===== src/rtl/param_sync_fifo.sv =====
// -----------------------------------------------------------------------------
// param_sync_fifo
//
// Single-clock FIFO with a configurable width, any depth of 2 or more (not
// limited to powers of two), and programmable almost-full / almost-empty
// thresholds. Read data is registered, so data_out shows a word one cycle
// after the read that was accepted. Write acknowledge, overflow and underflow
// are also registered. The four occupancy flags are combinational decodes of
// the occupancy register.
//
// Optional feature (compile-time macro):
//   FIFO_COUNT_EN  - when defined, adds the data_count output, which shows
//                    the current occupancy. When undefined, the port does not
//                    exist and all other behaviour is the same.
//
// Parameters:
//   FIFO_WIDTH      data word width in bits (>=1)
//   FIFO_DEPTH      number of storage entries (>=2)
//   ALMOST_FULL_TH  occupancy at or above which almostfull asserts (not when full)
//   ALMOST_EMPTY_TH occupancy at or below which almostempty asserts (not when empty)
//
// Ports:
//   clk          in   rising-edge clock
//   rst_n        in   asynchronous active-low reset
//   data_in      in   write data
//   wr_en        in   write request
//   rd_en        in   read request
//   clr          in   synchronous flush; overrides wr_en/rd_en
//   data_out     out  registered read data; holds when no read is accepted
//   wr_ack       out  previous edge accepted a write
//   overflow     out  previous edge rejected a write because the FIFO was full
//   underflow    out  previous edge saw a read request while the FIFO was empty
//   full         out  occupancy == FIFO_DEPTH
//   empty        out  occupancy == 0
//   almostfull   out  occupancy >= ALMOST_FULL_TH and not full
//   almostempty  out  occupancy <= ALMOST_EMPTY_TH and not empty
//   data_count   out  occupancy (only with FIFO_COUNT_EN)
// -----------------------------------------------------------------------------
module param_sync_fifo #(
  parameter int FIFO_WIDTH      = 16,
  parameter int FIFO_DEPTH      = 8,
  parameter int ALMOST_FULL_TH  = FIFO_DEPTH - 1,
  parameter int ALMOST_EMPTY_TH = 1
) (
  input  logic                                  clk,
  input  logic                                  rst_n,
  input  logic [FIFO_WIDTH-1:0]                 data_in,
  input  logic                                  wr_en,
  input  logic                                  rd_en,
  input  logic                                  clr,
  output logic [FIFO_WIDTH-1:0]                 data_out,
  output logic                                  wr_ack,
  output logic                                  overflow,
  output logic                                  underflow,
  output logic                                  full,
  output logic                                  empty,
  output logic                                  almostfull,
  output logic                                  almostempty
`ifdef FIFO_COUNT_EN
  ,
  output logic [$clog2(FIFO_DEPTH+1)-1:0]       data_count
`endif
);

  // Pointers only need to address FIFO_DEPTH entries. The occupancy counter
  // must also be able to hold FIFO_DEPTH itself, so it can be one bit wider.
  localparam int PTR_W = $clog2(FIFO_DEPTH);
  localparam int CNT_W = $clog2(FIFO_DEPTH + 1);

  typedef logic [PTR_W-1:0]      ptr_t;
  typedef logic [CNT_W-1:0]      cnt_t;
  typedef logic [FIFO_WIDTH-1:0] word_t;

  localparam ptr_t LAST_IDX = ptr_t'(FIFO_DEPTH - 1);
  localparam cnt_t DEPTH_C  = cnt_t'(FIFO_DEPTH);
  localparam cnt_t AF_TH_C  = cnt_t'(ALMOST_FULL_TH);
  localparam cnt_t AE_TH_C  = cnt_t'(ALMOST_EMPTY_TH);

  // Storage
  word_t mem [FIFO_DEPTH];

  // State registers
  ptr_t  wr_ptr_q,    wr_ptr_d;
  ptr_t  rd_ptr_q,    rd_ptr_d;
  cnt_t  count_q,     count_d;
  word_t data_out_q,  data_out_d;
  logic  wr_ack_q,    wr_ack_d;
  logic  overflow_q,  overflow_d;
  logic  underflow_q, underflow_d;

  // Accepted operations for this edge
  logic wr_accept;
  logic rd_accept;

  // Advance a pointer by one and wrap explicitly at the last entry. A
  // non-power-of-two depth cannot rely on natural binary rollover.
  function automatic ptr_t ptr_inc(input ptr_t p);
    return (p == LAST_IDX) ? '0 : p + ptr_t'(1);
  endfunction

  // ---------------------------------------------------------------------------
  // Occupancy flags: pure decodes of the occupancy register
  // ---------------------------------------------------------------------------
  always_comb begin
    full        = (count_q == DEPTH_C);
    empty       = (count_q == '0);
    almostfull  = (count_q >= AF_TH_C) && !full;
    almostempty = (count_q <= AE_TH_C) && !empty;
  end

  // ---------------------------------------------------------------------------
  // Accept decisions.
  // When the FIFO is full and both requests are high, only the read happens.
  // The write is rejected because it looks at the current full flag, not at
  // the space the read will free.
  // When the FIFO is empty and both requests are high, only the write happens.
  // ---------------------------------------------------------------------------
  always_comb begin
    wr_accept = wr_en && !clr && !full;
    rd_accept = rd_en && !clr && !empty;
  end

  // ---------------------------------------------------------------------------
  // Next-state logic
  // ---------------------------------------------------------------------------
  // NOTE: every output of this block gets a default value first, so no path
  // leaves a signal unassigned and no latch is inferred.
  always_comb begin
    wr_ptr_d    = wr_ptr_q;
    rd_ptr_d    = rd_ptr_q;
    count_d     = count_q;
    data_out_d  = data_out_q;
    wr_ack_d    = 1'b0;
    overflow_d  = 1'b0;
    underflow_d = 1'b0;

    if (clr) begin
      // Flush: drop all stored words but keep the last word shown on data_out.
      wr_ptr_d = '0;
      rd_ptr_d = '0;
      count_d  = '0;
    end else begin
      if (wr_accept) begin
        wr_ptr_d = ptr_inc(wr_ptr_q);
      end
      if (rd_accept) begin
        rd_ptr_d   = ptr_inc(rd_ptr_q);
        data_out_d = mem[rd_ptr_q];
      end

      unique case ({wr_accept, rd_accept})
        2'b10:   count_d = count_q + cnt_t'(1);
        2'b01:   count_d = count_q - cnt_t'(1);
        default: count_d = count_q;
      endcase

      wr_ack_d = wr_accept;
      // When full is high, a write request can never be accepted.
      overflow_d  = wr_en && full;
      // An empty FIFO reports underflow even when a write happens on the same edge.
      underflow_d = rd_en && empty;
    end
  end

  // ---------------------------------------------------------------------------
  // Control and output registers
  // ---------------------------------------------------------------------------
  // NOTE: sequential state uses non-blocking assignments only, so every
  // register samples values from before the edge, whatever order the
  // statements are written in.
  always_ff @(posedge clk or negedge rst_n) begin
    if (!rst_n) begin
      wr_ptr_q    <= '0;
      rd_ptr_q    <= '0;
      count_q     <= '0;
      data_out_q  <= '0;
      wr_ack_q    <= 1'b0;
      overflow_q  <= 1'b0;
      underflow_q <= 1'b0;
    end else begin
      wr_ptr_q    <= wr_ptr_d;
      rd_ptr_q    <= rd_ptr_d;
      count_q     <= count_d;
      data_out_q  <= data_out_d;
      wr_ack_q    <= wr_ack_d;
      overflow_q  <= overflow_d;
      underflow_q <= underflow_d;
    end
  end

  // ---------------------------------------------------------------------------
  // Storage array
  // ---------------------------------------------------------------------------
  // NOTE: the data array is deliberately not reset. After reset or clr, the
  // pointers and occupancy make every old entry unreachable, and a word is
  // only read after it has been written again.
  always_ff @(posedge clk) begin
    if (wr_accept) begin
      mem[wr_ptr_q] <= data_in;
    end
  end

  // ---------------------------------------------------------------------------
  // Outputs
  // ---------------------------------------------------------------------------
  assign data_out  = data_out_q;
  assign wr_ack    = wr_ack_q;
  assign overflow  = overflow_q;
  assign underflow = underflow_q;

`ifdef FIFO_COUNT_EN
  assign data_count = count_q;
`endif

endmodule


===== config.mk =====
export PLATFORM = sky130hd
export DESIGN_NAME = param_sync_fifo
export DESIGN_NICKNAME = d
export VERILOG_FILES = /design/src/rtl/param_sync_fifo.sv
export SDC_FILE = /design/constraint.sdc
export NUM_CORES = 1
export LEC_CHECK = 0
export CAP_MARGIN = 20
export CORE_ASPECT_RATIO = 1.1
export CORE_MARGIN = 3
export CORE_UTILIZATION = 47
export DETAILED_ROUTE_END_ITERATION = 12
export PLACE_DENSITY = 0.74
export SLEW_MARGIN = 20
export SYNTH_ARGS = -nofsm -noshare
export SYNTH_HDL_FRONTEND = slang
export SYNTH_SLANG_ARGS = --single-unit

===== constraint.sdc =====
create_clock -name clk -period 4.32 [get_ports clk]
set_clock_uncertainty 0.1 [all_clocks]
set_input_delay 0.648 -clock clk [delete_from_list [all_inputs] [get_ports clk]]
set_output_delay 0.648 -clock clk [all_outputs]
set_load 0.005 [all_outputs]

# --- Word-level counts from Yosys, hierarchy flattened ---
# Memories as Yosys holds them, arrays and structs flattened. A register that Yosys moved wholly into a read port is not among the register bits.
# Cells that the tools add are included.
# W data, S select, Z words.
word_totals:
  reg_bits: 13
  mem_bits_rw: 128
  word_cells: 49
  n_memories: 1
memory_table:
  columns: ["memory", "depth", "word_bits", "rd", "rd_clocked_by_memory_dff", "wr", "line", "rtl"]
  rows:
  - ["mem", 8, 16, 1, 1, 1, "80", "word_t mem [FIFO_DEPTH];"]
op_classes:
  addsub: 4
  magnitude_cmp: 2
  n_eq_ne: 5
  n_mux: 13
  bitwise: 1
  n_reduce_logical: 17
ops:
  columns: ["operator", "count"]
  rows:
  - ["$mux W3", 6]
  - ["$logic_and A1 B1 Y1", 8]
  - ["$pmux W4 S2", 1]
  - ["$add A3 B1 Y3 const B", 2]
  - ["$eq A3 B3 Y1 const B", 2]
  - ["$mux W1", 5]
  - ["$add A4 B1 Y4 const B", 1]
  - ["$eq A4 B4 Y1 const B", 1]
  - ["$ge A4 B3 Y1 const B", 1]
  - ["$le A4 B1 Y1 const B", 1]
  - ["$logic_not A1 Y1", 4]
  - ["$logic_not A4 Y1", 1]
  - ["$mux W4", 1]
  - ["$reduce_bool A2 Y1", 2]
  - ["$sub A4 B1 Y4 const B", 1]
  - ["$reduce_bool A3 Y1", 1]
  - ["$eq A2 B1 Y1 const B", 1]
  - ["$eq A2 B2 Y1 const B", 1]
  - ["$reduce_and A2 Y1", 1]
  - ["$not A1 Y1", 1]

# --- Longest topological paths before layout ---
# Gate-level depths: netlist of the first run.
depth:
  ltp_word: 6
  ltp_mapped: 8
  mapped_depth_nobuf: 7

# --- Worst setup path before layout of the first run ---
# Ideal clock, no wire load.
synth_timing:
  kind: "flip-flop to flip-flop"
  start: "register count_q[0]"
  end: "memory mem[0][0] in the netlist's numbering (enable)"
  arrival_ps: 2620
  slack_ps: 1170
  path_stages_with_launch: 6
  n_path_buf: 0
  synth_period_minus_slack_ps: 3150
  path_cell_list: "dfrtp_1 inv_1 ha_1 nand3b_1 nand2_2 nor4_1"
synth_via:
  elab_chain_len: 5
synth_rtl:
  columns: ["element", "line", "rtl"]
  rows:
  - ["from (decl)", "85", "cnt_t count_q, count_d;"]
  - ["from (signal assigned)", "183", "count_q <= count_d;"]
  - ["$eq A4 B4 Y1", "105", "full = (count_q == DEPTH_C);"]
  - ["$logic_not A1 Y1", "119", "wr_accept = wr_en && !clr && !full;"]
  - ["$logic_and A1 B1 Y1", "119", null]
  - ["$mux W1", "198", "if (wr_accept) begin"]
  - ["$mux W1 (not written as such)", "199", "mem[wr_ptr_q] <= data_in;"]
  - ["to (decl)", "80", null]
# Every way passes these cells.

# --- Worst setup path in the final report of the first run ---
layout_timing:
  start: "register count_q[1]"
  end: "output empty"
layout_via:
  elab_chain_len: 1
layout_rtl:
  columns: ["element", "line", "rtl"]
  rows:
  - ["$logic_not A4 Y1", "106", "empty = (count_q == '0);"]
  - ["to (decl)", "56", "output logic empty,"]
# Every way passes these cells.

==> impl_metrics.toml, run 1 <==
[status]
status = "finished clean"

[grt]
globalRouteMet3Util_pct = 5.53
busiest_layer = "met2"
grt_pass1_wl_um = 19000
track_usage_pct = 17.9
met2_usage_pct = 28.0
antenna_found_initial = 0
first_global_vias = 3443
globalRouteMet1Util_pct = 23.9
grt_overflow = 0
grt_max_degree = 35

[yosys]
synth_area_um2 = 6250
syn_nets = 366
yosysMostFrequentCell = "edfxtp_1"
ys_seq_area_share_pct = 73.1
synthFlopType = "edfxtp_1"
ys_ff_latch = 157
syn_inst = 337
postSynthAreaPerCell_um2 = 18.6
synth_top_area_cell = "edfxtp_1"
yosysWarnings = 0
synth_top_area_share_pct = 61.5
yosys.cell_types.count = 41
ys_top_cells_by_count = "128 x edfxtp_1, 32 x mux4_2, 29 x dfrtp_1"
synthArstFlopShare_pct = 18.5
synth_area_leaders = "edfxtp_1 61%, dfrtp_1 12%, mux4_2 12%"
synth-edff-count = 128

[floorplan]
initial_utilization_pct = 48.8
num_io_pins = 44
dieArea_um2 = 14700
core_area_um2 = 12800
rows = 43
die_w_um = 116
die_h_um = 127

[flow_run]
cap_violations = 0

[worst_setup_path]
worstPathRequired_ns = 3.57
critPathMaxStageDelay_ns = 0.49
r2r_slack_ns = 1.62
timing.rr.end = "mem[3][1]"
cp-start-kind = "register"
arrival_ns = 2.24
end_kind = "output port"
path_cells = "inv_1 -> ha_1 -> or3b_4 -> clkinv_4 -> clkdlybuf4s50_1"
slowest_stage = "clkdlybuf4s50_1"
worstSetupPathType = "reg -> out"
r2r_start = "count_q[0]"
cp_max_fo = 6
r2r_cells = 8

[clocking]
cts_hold_buf = 0
cts.sinks = 157
tritoncts = "built"
cts_setup_buffers = 0
clk_pin_slew_ns = 0.06
clk_latency_ns = 0.41
clock_path_buffers = 2
cts-root-buf = "clkbuf_16"
cts_inserted_buffers = 17
htreeDepth = 4
cts_resized = 0

[sta]
min_period_ns = 2.99
setup_viol = 0
hold_viol = 0
finalSetupTns_ns = 0
tightestPinTransition_ns = 0.854
drv_slew = 0
fmax_mhz = 334
slew_headroom_pct = 43.0
period_share_pct = 69.3
rsz0062_at_grt = "false"

[power]
total_power_mw = 4.17
internal-power_mw = 3.13
combPwrFrac_pct = 20.3
p_seq_share_pct = 46.1
netSwitchingFraction_pct = 25.0
peakVddDrop_uv = 326
p_leak_nw = 2.51
p_switching_mw = 1.04
power_density_nw_per_um2 = 559
clockPowerShare_pct = 33.7

[detailed_routing]
drt-total-wl_um = 11800
firstDrtPassIters = 4
routed_via_density = 5.68
num_vias = 3203
drc = 0
wl_per_cell_um = 21.0
ant_nets = 0
drt_iter0_markers = 258

[min_path]
worst_hold_startpoint = "data_out[13]"
hold_class = "reg -> reg"
hold_path_end = "data_out[13]"
worstHoldPathCells = 2

[placement]
post-dp-hpwl_um = 6950
placedCellCount = 532
gp_congestion = 0.831
placed_cell_area_um2 = 6880
port-buffer-count = 43

[finish]
layout-drive-gt1-share_pct = 21.6
final_cells = 564
fill_cells = 963
final_area_um2 = 7450
final_util_pct = 58.2
seqCellArea_um2 = 4570
multi_input_area_um2 = 1570
fin_nets = 423
area_delta_synth_final_pct = 19.2
antenna_cells = 0
[area by class of cell]
type | instances | area share, %
flip-flops and latches | 157 | 61.4
clock inverters | 12 | 1.65
well taps | 157 | 2.64
clock buffers | 20 | 5.99
multi-input cells | 157 | 21.1
inverters | 7 | 0.420
repair buffers | 54 | 6.88
[sequential cells by signal (all words and copies together) (netlist names)]
name	count
underflow	1
wr_ack	1
overflow	1
data_out	16
rd_ptr_q	3
count_q	4
mem	128
wr_ptr_q	3
[how the worst max path moves through the flow]
stage,from,to,slack [ns],depth (start not counted)
after floorplan,count_q[0],mem[0][0],1.17,5
after global placement,clr,mem[3][12],1.18,7
after detailed placement,clr,mem[3][13],1.08,7
after CTS,count_q[1],empty,1.31,5
after global routing,count_q[1],empty,1.20,5
final,count_q[1],empty,1.33,5
[metrics by stage]
| stage | setup WS, ns | hold slack, ns |
|---|---|---|
| 6_report | 1.33 | 0.436 |
| 5_1_grt | 1.20 | 0.454 |
| 2_1_floorplan | 1.17 | 0.252 |
| 4_1_cts | 1.31 | 0.441 |
| 3_5_place_dp | 1.08 | 0.430 |
| 3_3_place_gp | 1.18 | 0.414 |
[routing by layer]
metal,up-vias,routed length (um)
met4,0,174
met1,1637,4720
met5,-,0
li1,1443,-
met3,16,747
met2,107,6190
[power groups by stage]
stage               sequential (mW)  combinational, mW  clock [mW]
CTS                            1.92              0.864        1.44
global route                   1.95              0.936        1.50
finish                         1.92              0.844        1.40
floorplan                      1.87              0.612           0
global placement               1.94              0.842           0
detailed placement             1.95              0.861           0
[layout by cell type (no fill, tap or decap), types with 4 or more instances in the layout]
master,netlist,final
a21oi_1,17,17
buf_4,0,11
clkbuf_16,0,17
clkdlybuf4s50_1,0,43
dfrtp_1,29,26
edfxtp_1,128,128
ha_1,8,8
inv_1,5,5
mux2i_1,16,16
mux4_2,32,32
nand2_1,8,8
nand2b_1,5,5
nand3b_1,5,5
nor2_1,27,27
nor3_2,0,4
[cell families (layout without fill, tap and decap cells)]
family / Yosys count / count (layout) / synth area share [%]
flops: 157 / 157 / 73.1
fa+ha+maj: 8 / 8 / 1.60
mux: 49 / 49 / 14.3
simple gates: 64 / 64 / 5.18
buf+inv: 23 / 93 / 2.24
xor+xnor: 2 / 2 / 0.280
compound gates: 34 / 34 / 3.34
[critical path, delay by kind of cell (launching register included)]
family	cells	cell delay (ns)
adders and majority gates	1	0.25
buffers and inverters	3	0.71
DFF	1	0.44
and+or+nand+nor	1	0.44
No activity file was read; power rests on OpenSTA's default activity.
==> run 2: changes to the inputs <==
Clock period 4.32 ns to 2.9 ns, I/O delays scaled along.
==> run 2 against run 1 <==
Critical path type unchanged. First-iteration DRC count grew 16%. Largest cell class unchanged. Non-clock buffer count rose by 11. Critical path depth unchanged. Utilization increased by 1.7 points. Sequential share of layout area shrank 1.8 points.
==> impl_metrics.toml, run 2 (synthesis results as in run 1) <==
[worst_setup_path]
end_kind = "output port"
cp_max_fo = 6
worstPathRequired_ns = 2.37
critPathMaxStageDelay_ns = 0.49
r2r_start = "count_q[0]"
arrival_ns = 2.21
crit_path_start = "count_q[0]"
r2r_cells = 8
r2r_slack_ns = 0.44
timing.rr.end = "mem[3][5]"
crit_end = "empty"
cp-start-kind = "register"
worstSetupPathType = "reg -> out"
path_cells = "inv_1 -> ha_2 -> or3b_4 -> clkinv_4 -> clkdlybuf4s50_1"
slowest_stage = "clkdlybuf4s50_1"

[sta]
min_period_ns = 2.75
fin_ws_ns = 0.153
period_share_pct = 94.7
fmax_mhz = 364
hold_viol = 0
tightestPinTransition_ns = 0.500
slew_headroom_pct = 66.7
finalSetupTns_ns = 0
setup_viol = 0
rsz0062_at_grt = "false"
drv_slew = 0

[floorplan]
num_io_pins = 44
dieArea_um2 = 14700
die_h_um = 127
die_w_um = 116
rows = 43
core_area_um2 = 12800
initial_utilization_pct = 48.8

[detailed_routing]
drc = 0
routed_via_density = 5.70
wl_per_cell_um = 20.9
num_vias = 3279
firstDrtPassIters = 4
ant_nets = 0
drt_iter0_markers = 299
drt-total-wl_um = 12000

[clocking]
cts_setup_buffers = 0
cts-root-buf = "clkbuf_16"
htreeDepth = 4
clock_path_buffers = 2
cts.sinks = 157
cts_inserted_buffers = 17
clk_pin_slew_ns = 0.06
clk_latency_ns = 0.41
tritoncts = "built"

[min_path]
hold_class = "in -> async"

[finish]
seqCellArea_um2 = 4570
fin_nets = 434
final_util_pct = 59.9
layout_common_cells = "128 x edfxtp_1, 43 x clkdlybuf4s50_1, 32 x mux4_2, 28 x dfrtp_1, 27 x nor2_1"
area_delta_synth_final_pct = 22.6
fill_cells = 914
largest_register_ff_count = 128
layout_commonest_cell = "edfxtp_1"
multi_input_area_um2 = 1580
largest_register = "mem"
layout-drive-gt1-share_pct = 24.2
antenna_cells = 0

[placement]
pre_cts_slack_ns = 0.242
port-buffer-count = 43
post-dp-hpwl_um = 7330
gp_congestion = 0.816

[power]
power_density_nw_per_um2 = 868
peakVddDrop_uv = 591
p_seq_share_pct = 42.1
clockPowerShare_pct = 37.2
p_leak_nw = 2.62
p_switching_mw = 1.62
total_power_mw = 6.66
internal-power_mw = 5.04
netSwitchingFraction_pct = 24.3
combPwrFrac_pct = 20.7

[status]
status = "finished clean"

[flow_run]
cap_violations = 0

[grt]
antenna_found_initial = 0
first_global_vias = 3409
grt_pass1_wl_um = 19300
grt_max_degree = 35
track_usage_pct = 17.9
grt_overflow = 0
[run 2: cell types whose count changed in the layout (fill, tap and decap cells not counted), sizes merged]
cell / delta
buf: +11
bufinv: +4
clkbuf: -3
clkinv: -2
clkinvlp: -1
inv: +2
[run 2: layout make-up]
cell class | count | share of cell area [%]
Clock inverter | 15 | 3.17
Sequential cell | 157 | 59.6
Timing Repair Buffer | 65 | 8.09
Multi-Input combinational cell | 157 | 20.6
Tap cell | 157 | 2.56
Clock buffer | 17 | 5.55
Inverter | 7 | 0.408
[run 2: worst min-delay path by stage]
| stage | end | cells after the start |
|---|---|---|
| after global routing | data_out[15] | 2 |
| after global placement | data_out[13] | 2 |
| after detailed placement | data_out[13] | 2 |
| after floorplan | count_q[0] | 0 |
| final | data_out[15] | 2 |
| after CTS | count_q[3] | 2 |
[run 2: power by group through the flow]
stage                     clock network [mW]  logic, mW  registers [mW]
after global placement                     0       1.37            2.84
after global routing                    2.61       1.51            2.83
final                                   2.48       1.38            2.80
after floorplan                            0      0.913            2.78
after detailed placement                   0       1.39            2.85
after CTS                               2.50       1.41            2.81
[run 2: layer usage]
layer | GRT usage [%] | up-vias | share of wire (%)
li1 | - | 1465 | -
met1 | 24.4 | 1704 | 42
met2 | 28.8 | 100 | 52
met3 | 4.77 | 10 | 4.9
met4 | 4.98 | 0 | 0.89
met5 | 0 | - | 0
[run 2: stage by stage]
stage               instances  cell area, um^2  hold WS, ns
finish                    575             7670        0.326
global route              575             7670        0.375
CTS                       575             7660        0.334
detailed placement        543             7000        0.419
global placement          543             7000        0.412
floorplan                 337             6260       0.0394
[run 2: what timing repair did]
item	4_1_cts	5_1_grt
resized for setup	0	2
setup endpoints to repair	0	1
hold buffers	0	0
[run 2: worst max-delay path: cells and delay by family, from the launching register on]
family,cells,cell delay (ns)
DFF,1,0.45
adders and majority gates,1,0.23
and+or+nand+nor,1,0.43
buffers and inverters,3,0.69
